--- src/rtl/branch_pred.sv ---
// Fetch-stage branch predictor: direct-mapped BTB with a 2-bit saturating counter per entry.
// Lookup is combinational from pc_i; EX resolutions train the table on the clock edge.
module branch_pred #(
    parameter int IDX_W = 4,
    parameter int TAG_W = 8,
    parameter int CNT_W = 32
) (
    input  logic                      clk,
    input  logic                      reset,
    input  logic [31:0]               pc_i,
    input  logic                      fetch_valid,
    output logic [31:0]               pre_pc,
    output logic                      pred_taken,
    output logic                      pred_hit,
    input  logic                      upd_valid,
    input  logic [31:0]               upd_pc,
    input  logic                      upd_taken,
    input  logic [31:0]               upd_target,
    input  logic                      upd_mispred,
    output logic [CNT_W-1:0]          stat_pred,
    output logic [CNT_W-1:0]          stat_mispred,
    output logic [(1<<IDX_W)-1:0]     dbg_valid,
    output logic [2*(1<<IDX_W)-1:0]   dbg_ctr
);
    localparam int ENTRIES = 1 << IDX_W;

    typedef enum logic [1:0] {
        STRONG_NT = 2'b00,
        WEAK_NT   = 2'b01,
        WEAK_T    = 2'b10,
        STRONG_T  = 2'b11
    } ctr_e;

    logic             valid_q  [ENTRIES];
    ctr_e             ctr_q    [ENTRIES];
    logic [TAG_W-1:0] tag_q    [ENTRIES];
    logic [31:0]      target_q [ENTRIES];

    logic [IDX_W-1:0] look_idx;
    logic [TAG_W-1:0] look_tag;
    logic [IDX_W-1:0] upd_idx;
    logic [TAG_W-1:0] upd_tag;
    logic             upd_hit;
    logic             unused_bits;

    function automatic ctr_e sat_inc(input ctr_e c);
        case (c)
            STRONG_NT: return WEAK_NT;
            WEAK_NT:   return WEAK_T;
            default:   return STRONG_T;
        endcase
    endfunction

    function automatic ctr_e sat_dec(input ctr_e c);
        case (c)
            STRONG_T: return WEAK_T;
            WEAK_T:   return WEAK_NT;
            default:  return STRONG_NT;
        endcase
    endfunction

    assign look_idx = pc_i[IDX_W+1:2];
    assign look_tag = pc_i[IDX_W+TAG_W+1:IDX_W+2];
    assign upd_idx  = upd_pc[IDX_W+1:2];
    assign upd_tag  = upd_pc[IDX_W+TAG_W+1:IDX_W+2];
    assign upd_hit  = valid_q[upd_idx] && (tag_q[upd_idx] == upd_tag);

    assign unused_bits = ^{pc_i[1:0], pc_i[31:IDX_W+TAG_W+2],
                           upd_pc[1:0], upd_pc[31:IDX_W+TAG_W+2]};

    // Lookup reads registered state only, so a same-cycle update is seen next cycle.
    always_comb begin
        pred_hit   = !reset && valid_q[look_idx] && (tag_q[look_idx] == look_tag);
        pred_taken = pred_hit && ctr_q[look_idx][1];
        pre_pc     = pred_taken ? target_q[look_idx] : pc_i + 32'd4;
    end

    always_comb begin
        dbg_valid = '0;
        dbg_ctr   = '0;
        for (int i = 0; i < ENTRIES; i++) begin
            dbg_valid[i]       = valid_q[i];
            dbg_ctr[2*i +: 2]  = ctr_q[i];
        end
    end

    always_ff @(posedge clk) begin
        if (reset) begin
            for (int i = 0; i < ENTRIES; i++) begin
                valid_q[i] <= 1'b0;
                ctr_q[i]   <= WEAK_NT;
            end
            stat_pred    <= '0;
            stat_mispred <= '0;
        end else begin
            if (fetch_valid && pred_taken)
                stat_pred <= stat_pred + CNT_W'(1);
            if (upd_valid && upd_mispred)
                stat_mispred <= stat_mispred + CNT_W'(1);
            if (upd_valid) begin
                if (upd_hit) begin
                    ctr_q[upd_idx] <= upd_taken ? sat_inc(ctr_q[upd_idx])
                                                : sat_dec(ctr_q[upd_idx]);
                end else if (upd_taken) begin
                    valid_q[upd_idx] <= 1'b1;
                    ctr_q[upd_idx]   <= WEAK_T;
                end
            end
        end
    end

    // Tag and target need no reset: they are only trusted behind valid.
    always_ff @(posedge clk) begin
        if (!reset && upd_valid && upd_taken) begin
            tag_q[upd_idx]    <= upd_tag;
            target_q[upd_idx] <= upd_target;
        end
    end

endmodule

--- config.mk ---
export PLATFORM = sky130hd
export DESIGN_NAME = branch_pred
export DESIGN_NICKNAME = d
export VERILOG_FILES = /design/src/rtl/branch_pred.sv
export SDC_FILE = /design/constraint.sdc
export NUM_CORES = 1
export LEC_CHECK = 0
export ABC_CLOCK_PERIOD_IN_PS = 6700
export CORE_AREA = 2 2 290 292
export CTS_CLUSTER_SIZE = 10
export DETAILED_ROUTE_END_ITERATION = 8
export DIE_AREA = 0 0 292 294
export GPL_ROUTABILITY_DRIVEN = 0
export PLACE_DENSITY = 0.69
export SETUP_SLACK_MARGIN = 0.02
export SYNTH_ARGS = -nofsm -noshare
export SYNTH_HDL_FRONTEND = slang
export SYNTH_SLANG_ARGS = --single-unit
--- constraint.sdc ---
create_clock -name clk -period 6.7 [get_ports clk]
set_input_delay 0.67 -clock clk [delete_from_list [all_inputs] [get_ports clk]]
set_output_delay 0.67 -clock clk [all_outputs]
set_load 0.005 [all_outputs]
==> metrics.md, run 1 <==
| Metric | Value |
|---|---|
| Worst-Skew Late Latency | 0.64 ns |
| Commonest non-fill, non-tap cells in the layout | edfxtp_1 (672), mux4_2 (248), clkdlybuf4s50_1 (220) |
| Bufs on Longest Clock Path | 3 |
| Total track usage | 19.1% |
| Hold WC Path Type | reg -> reg |
| Layout cells sized above 1 | 21.5% |
| Mapped cell area | 32000 sq um |
| Via Count | 18102 |
| Cell Pwr Density | 261 nW/um^2 |
| Endpoints failing setup | 0 |
| Overall power | 9870 uW |
| CTS Hold Bufs | 0 |
| Die ar. | 85800 sq um |
| Final TNS setup | 0 ns |
| Worst-path clk slew | 0.05 ns |
| #FFs+latches synth | 752 |
| RSZ-0062 raised after global routing | no |
| Synth area leader | edfxtp_1 |
| IO buf count | 227 |
| Synth Flop Type | edfxtp_1 |
| Final hold viol count | 0 |
| Via density per instance | 5.79 |
| Sink Count | 752 |
| Crit path capture type | output port |
| ANT nets after route | 0 |
| Synth area leaders | edfxtp_1 (63%), mux4_2 (17%), dfxtp_1 (5.0%) |
| Max Cap Viol | 0 |
| CTS Buf Count | 86 |
| CTS tree | yes |
| Nets | 2127 |
| Run status | finished, final reports clean |
| Routed WL per cell | 26.5 microns |
| Worst setup SP type | input pin |
| Least-Margin Pin Slew | 1.35 ns |
| WP data arrival | 5.18 ns |
| First-pass GRT wire length | 120000 microns |
| Synth warn | 0 |
| Setup bufs post-CTS | 0 |
| Peak VDD IR | 0.237 mV |
| Root buffer cell | clkbuf_16 |
| Post-detailed-route DRC marker count | 0 |
| Instance area at placement | 35400 sq um |
| Async set or reset register ratio after synthesis | 0% |
| CTS resizes | 0 |
| Post-route clock period utilization | 87.3% |
| Std-Cell Rows | 106 |
| First-iteration detailed-routing DRC count | 2059 |
| Synth Net Count | 1895 |
| Slew Viols, Final | 0 |
| Synth Instances | 1790 |
| CP max FO | 27 |
| EDFF count, synth | 672 |
| Highest clock rate | 171 MHz |
| H-tree depth | 3 |
| Worst relative slew slack | 9.96% |
| Final WL | 82700 microns |
| CP required | 6.03 ns |
| Unique masters post-synth | 51 |
| Kind of critical path | in -> out |
| Starting Density | 38.6% |
| Sequential area share after synthesis | 68.2% |
| Vias in the first global route | 18035 |
| Crit path time final | 5.85 ns |
| Antenna violations before repair | 5 |
| Drt first pass iters | 5 |
| Design area | 37800 sq um |
| Lkg Pwr | 0.0117 uW |
| Die W | 292 microns |
| Largest net degree at the start of global routing | 115 |
| Syn Area/Cell | 17.9 sq um |
| Hpwl dp | 49200 microns |
| Grt total ovfl | 0 |
| Chip height | 294 microns |
| Commonest non-fill, non-tap cell in the layout | edfxtp_1 |
| Final clock skew | 0.0365 ns |
| Yosys top cell area share | 63.1% |
| # fillers | 6882 |
| Area Growth Syn to Fin | 18.2% |
| Core area | 82900 sq um |
| Io pins | 248 |
layout make-up:
class                      count  area [sq um]  area share [%]
timing repair buffer         265          2540            6.73
clock buffer                  98          2240            5.93
clock inverter                 9           141           0.374
inverter                      27           101           0.268
sequential                   752         21800            57.7
tap                         1080          1350            3.58
antenna                        3          7.51          0.0199
multi-input combinational    890          9610            25.4
cells by family after synthesis:
family	after synthesis	synth area share [%]
buffers and inverters	148	2.13
muxes	302	19.3
and+or+nand+nor	387	5.95
DFF	752	68.2
adders and majority gates	3	0.117
AOI/OAI and AO/OA	124	2.37
xor gates and xnor gates	74	2.03
final timing paths:
kind,depth (start not counted),to,start,slack [ns]
hold / removal,2,valid_q[10],valid_q[10],0.50
setup / recovery,10,pre_pc[2],pc_i[5],0.85
setup reg to reg,9,stat_pred[12],tag_q[10][4],2.65
hold reg to reg,2,valid_q[10],valid_q[10],0.50
routing by layer:
| metal | GRT usage [%] | wire length (microns) |
|---|---|---|
| met1 | 26.3 | 33200 |
| met2 | 30.9 | 39900 |
| met3 | 4.80 | 8230 |
| met4 | 3.75 | 1230 |
| met5 | 0 | 39 |
metrics by stage:
step           setup WS (ns)  util (%)  cells  hold WS, ns
2_1_floorplan           1.72         -   1790        0.472
3_3_place_gp           0.926      42.7   3014        0.479
3_5_place_dp           0.914      42.7   3014        0.497
4_1_cts                0.901      45.6   3121        0.505
5_1_grt                0.669      45.6   3121        0.525
6_report               0.851      45.6   3124        0.503
synth_stat cells (22+ instances only):
cell / count
mux2i_1: 32
mux2_2: 22
nor3_1: 22
a21oi_1: 48
dfxtp_1: 80
inv_1: 27
edfxtp_1: 672
buf_1: 28
nand2_1: 75
xor2_1: 43
clkbuf_1: 47
mux4_2: 248
xnor2_1: 31
nor2_1: 116
nand3_1: 58
buf_2: 25
critical path: stages:
cell and delay (ns):
clkdlybuf4s50_1 0.85, mux4_2 0.39, mux4_2 0.49, xnor2_1 0.14, o31ai_1 0.15, or2_2 0.34, or4_2 0.94, buf_4 0.38
a21oi_1 0.25, clkdlybuf4s50_1 0.55
power by group:
group	leakage [uW]	internal, uW	total (uW)	switching, uW
Sequential	0.00668	5140	5160	14.0
Clock	0.00116	2350	4110	1750
Combinational	0.00386	281	608	327
Total	0.0117	7780	9870	2090
flip-flops by register name, indices dropped and copies added, names as in the netlist:
signal	flops
ctr_q	32
stat_mispred	32
stat_pred	32
tag_q	128
target_q	512
valid_q	16
Power figures use the tool's default switching activity.
==> run 2, diff against run 1 <==
--- a/config.mk
+++ b/config.mk
@@ -7,12 +7,12 @@
 export LEC_CHECK = 0
 export ABC_CLOCK_PERIOD_IN_PS = 6700
 export CORE_AREA = 2 2 290 292
+export CTS_BUF_LIST = sky130_fd_sc_hd__clkbuf_4 sky130_fd_sc_hd__clkbuf_8
 export CTS_CLUSTER_SIZE = 10
 export DETAILED_ROUTE_END_ITERATION = 8
 export DIE_AREA = 0 0 292 294
 export GPL_ROUTABILITY_DRIVEN = 0
 export PLACE_DENSITY = 0.69
-export SETUP_SLACK_MARGIN = 0.02
 export SYNTH_ARGS = -nofsm -noshare
 export SYNTH_HDL_FRONTEND = slang
 export SYNTH_SLANG_ARGS = --single-unit
==> run 2 against run 1 <==
Net effect: clock-buffer cell count rose by 60; largest cell class unchanged; clock skew rose by 0.013 ns; utilization fell by 0.17 points; total power fell by 3.5%; first-iteration DRC count fell by 12%; clock power fell by 8.3%; die area did not move.
==> metrics.md, run 2 (synthesis results as in run 1) <==
| Metric | Value |
|---|---|
| Run status | finished, final reports clean |
| Post-route clock period utilization | 86.6% |
| RSZ-0062 raised after global routing | no |
| Final clock skew | 0.0499 ns |
| Total track usage | 19.1% |
| Via Count | 18389 |
| Area Growth Syn to Fin | 17.8% |
| Chip height | 294 microns |
| Core area | 82900 sq um |
| First-iteration detailed-routing DRC count | 1817 |
| Crit path time final | 5.80 ns |
| Drt first pass iters | 5 |
| Setup bufs post-CTS | 0 |
| Max stage delay on crit path | 0.93 ns |
| Bufs on Longest Clock Path | 3 |
| # fillers | 6948 |
| Starting Density | 38.6% |
| Sink Count | 752 |
| Lkg Pwr | 0.0117 uW |
| Layout cells sized above 1 | 24.3% |
| DR WL met3 | 7910 microns |
| CP required | 6.03 ns |
| Io pins | 248 |
| Top Registers | target_q x512, tag_q x128 |
| Routed WL per cell | 25.8 microns |
| CP max FO | 27 |
| Slew Viols, Final | 0 |
| Std-Cell Rows | 106 |
| Worst path top cell family by delay | buffers and inverters |
| Root buffer cell | clkbuf_8 |
| Peak VDD IR | 0.149 mV |
| Largest net degree at the start of global routing | 115 |
| WP data arrival | 5.13 ns |
| IO buf count | 227 |
| Max reg flops | 512 |
| Least-Margin Pin Slew | 1.31 ns |
| Kind of critical path | in -> out |
| Worst path bufs/invs | 3 |
| Worst-path cell chain | clkdlybuf4s50_1 -> mux4_2 -> mux4_2 -> xnor2_1 -> o31ai_1 -> or2_2 -> or4_2 -> buf_4 -> a21oi_1 -> clkdlybuf4s50_1 |
| Grt total ovfl | 0 |
| Final TNS setup | 0 ns |
| Nets | 2155 |
| Worst-path clk slew | 0.06 ns |
| Final hold viol count | 0 |
| Final WL | 82900 microns |
| CTS resizes | 0 |
| Endpoints failing setup | 0 |
| Worst path slowest cell | or4_2 |
| H-tree depth | 3 |
| First-pass GRT wire length | 120000 microns |
| Max layer used | met5 |
| Commonest non-fill, non-tap cells in the layout | edfxtp_1 (672), mux4_2 (248), clkdlybuf4s50_1 (220) |
| Die ar. | 85800 sq um |
| Place WS | 0.914 ns |
| PnR worst setup slack | 0.897 ns |
| Wire length on met2 | 39900 microns |
| Most flop-heavy register | target_q |
| Via density per instance | 5.73 |
| CTS Hold Bufs | 0 |
| CTS Buf Count | 114 |
| Commonest non-fill, non-tap cell in the layout | edfxtp_1 |
| Worst-Skew Late Latency | 0.74 ns |
| Hpwl dp | 49200 microns |
| Post-detailed-route DRC marker count | 0 |
| Wl on met1 | 33800 microns |
| Max Cap Viol | 0 |
| Worst setup SP type | input pin |
| CTS tree | yes |
| ANT nets after route | 0 |
| Antenna violations before repair | 5 |
| Vias in the first global route | 18282 |
| Cell Pwr Density | 253 nW/um^2 |
| Die W | 292 microns |
| Hold WC Path Type | reg -> reg |
| Crit path capture type | output port |
| Highest clock rate | 172 MHz |
| Worst relative slew slack | 12.8% |
-- run 2: cell type report --
class,count,area (sq um),share of cell area (%)
clock inverter,34,323,0.858
multi-input combinational,890,9610,25.5
inverter,27,101,0.269
clock buffer,158,1920,5.10
antenna,3,7.51,0.0199
tap,1080,1350,3.59
sequential,752,21800,57.9
timing repair buffer,265,2540,6.76
-- run 2: worst min-delay path: stages (launching register included) --
cell	delay, ns
dfxtp_1	0.33
o21ai_0	0.07
a21oi_1	0.06
-- run 2: where the power goes --
| group | switching (uW) | internal [uW] |
|---|---|---|
| clock | 1730 | 2040 |
| sequential | 14.0 | 5140 |
| combinational | 329 | 281 |
| total | 2070 | 7460 |
-- run 2: metrics by stage --
| step | hold slack (ns) | instances | cell area [sq um] | utilization [%] | total power, uW |
|---|---|---|---|---|---|
| final | 0.504 | 3209 | 37600 | 45.4 | 9530 |
| after global placement | 0.479 | 3014 | 35400 | 42.7 | 5850 |
| after detailed placement | 0.497 | 3014 | 35400 | 42.7 | 5860 |
| after global routing | 0.526 | 3206 | 37600 | 45.4 | 9830 |
| after floorplan | 0.472 | 1790 | 32000 | - | 5600 |
| after CTS | 0.506 | 3206 | 37600 | 45.4 | 9600 |
-- run 2: final timing paths --
check	startpoint	end	slack, ns	cells past startpoint
max	pc_i[5]	pre_pc[2]	0.90	10
min	stat_mispred[9]	stat_mispred[9]	0.50	2
max reg2reg	tag_q[10][4]	stat_pred[12]	2.63	9
min reg2reg	stat_mispred[9]	stat_mispred[9]	0.50	2
-- run 2: metal layers --
metal | track usage [%] | up-vias
met1 | 26.3 | 9628
met4 | 4.15 | 6
met5 | 0 | -
met3 | 4.42 | 120
met2 | 31.0 | 907
li1 | - | 7728
==> run 3, diff against run 2 <==
--- a/config.mk
+++ b/config.mk
@@ -12,6 +12,7 @@
 export DETAILED_ROUTE_END_ITERATION = 8
 export DIE_AREA = 0 0 292 294
 export GPL_ROUTABILITY_DRIVEN = 0
+export HOLD_SLACK_MARGIN = 0.08
 export PLACE_DENSITY = 0.69
 export SYNTH_ARGS = -nofsm -noshare
 export SYNTH_HDL_FRONTEND = slang
==> results of run 3 <==
Same layout as run 2: the final DEF is identical, and so are final timing and power.
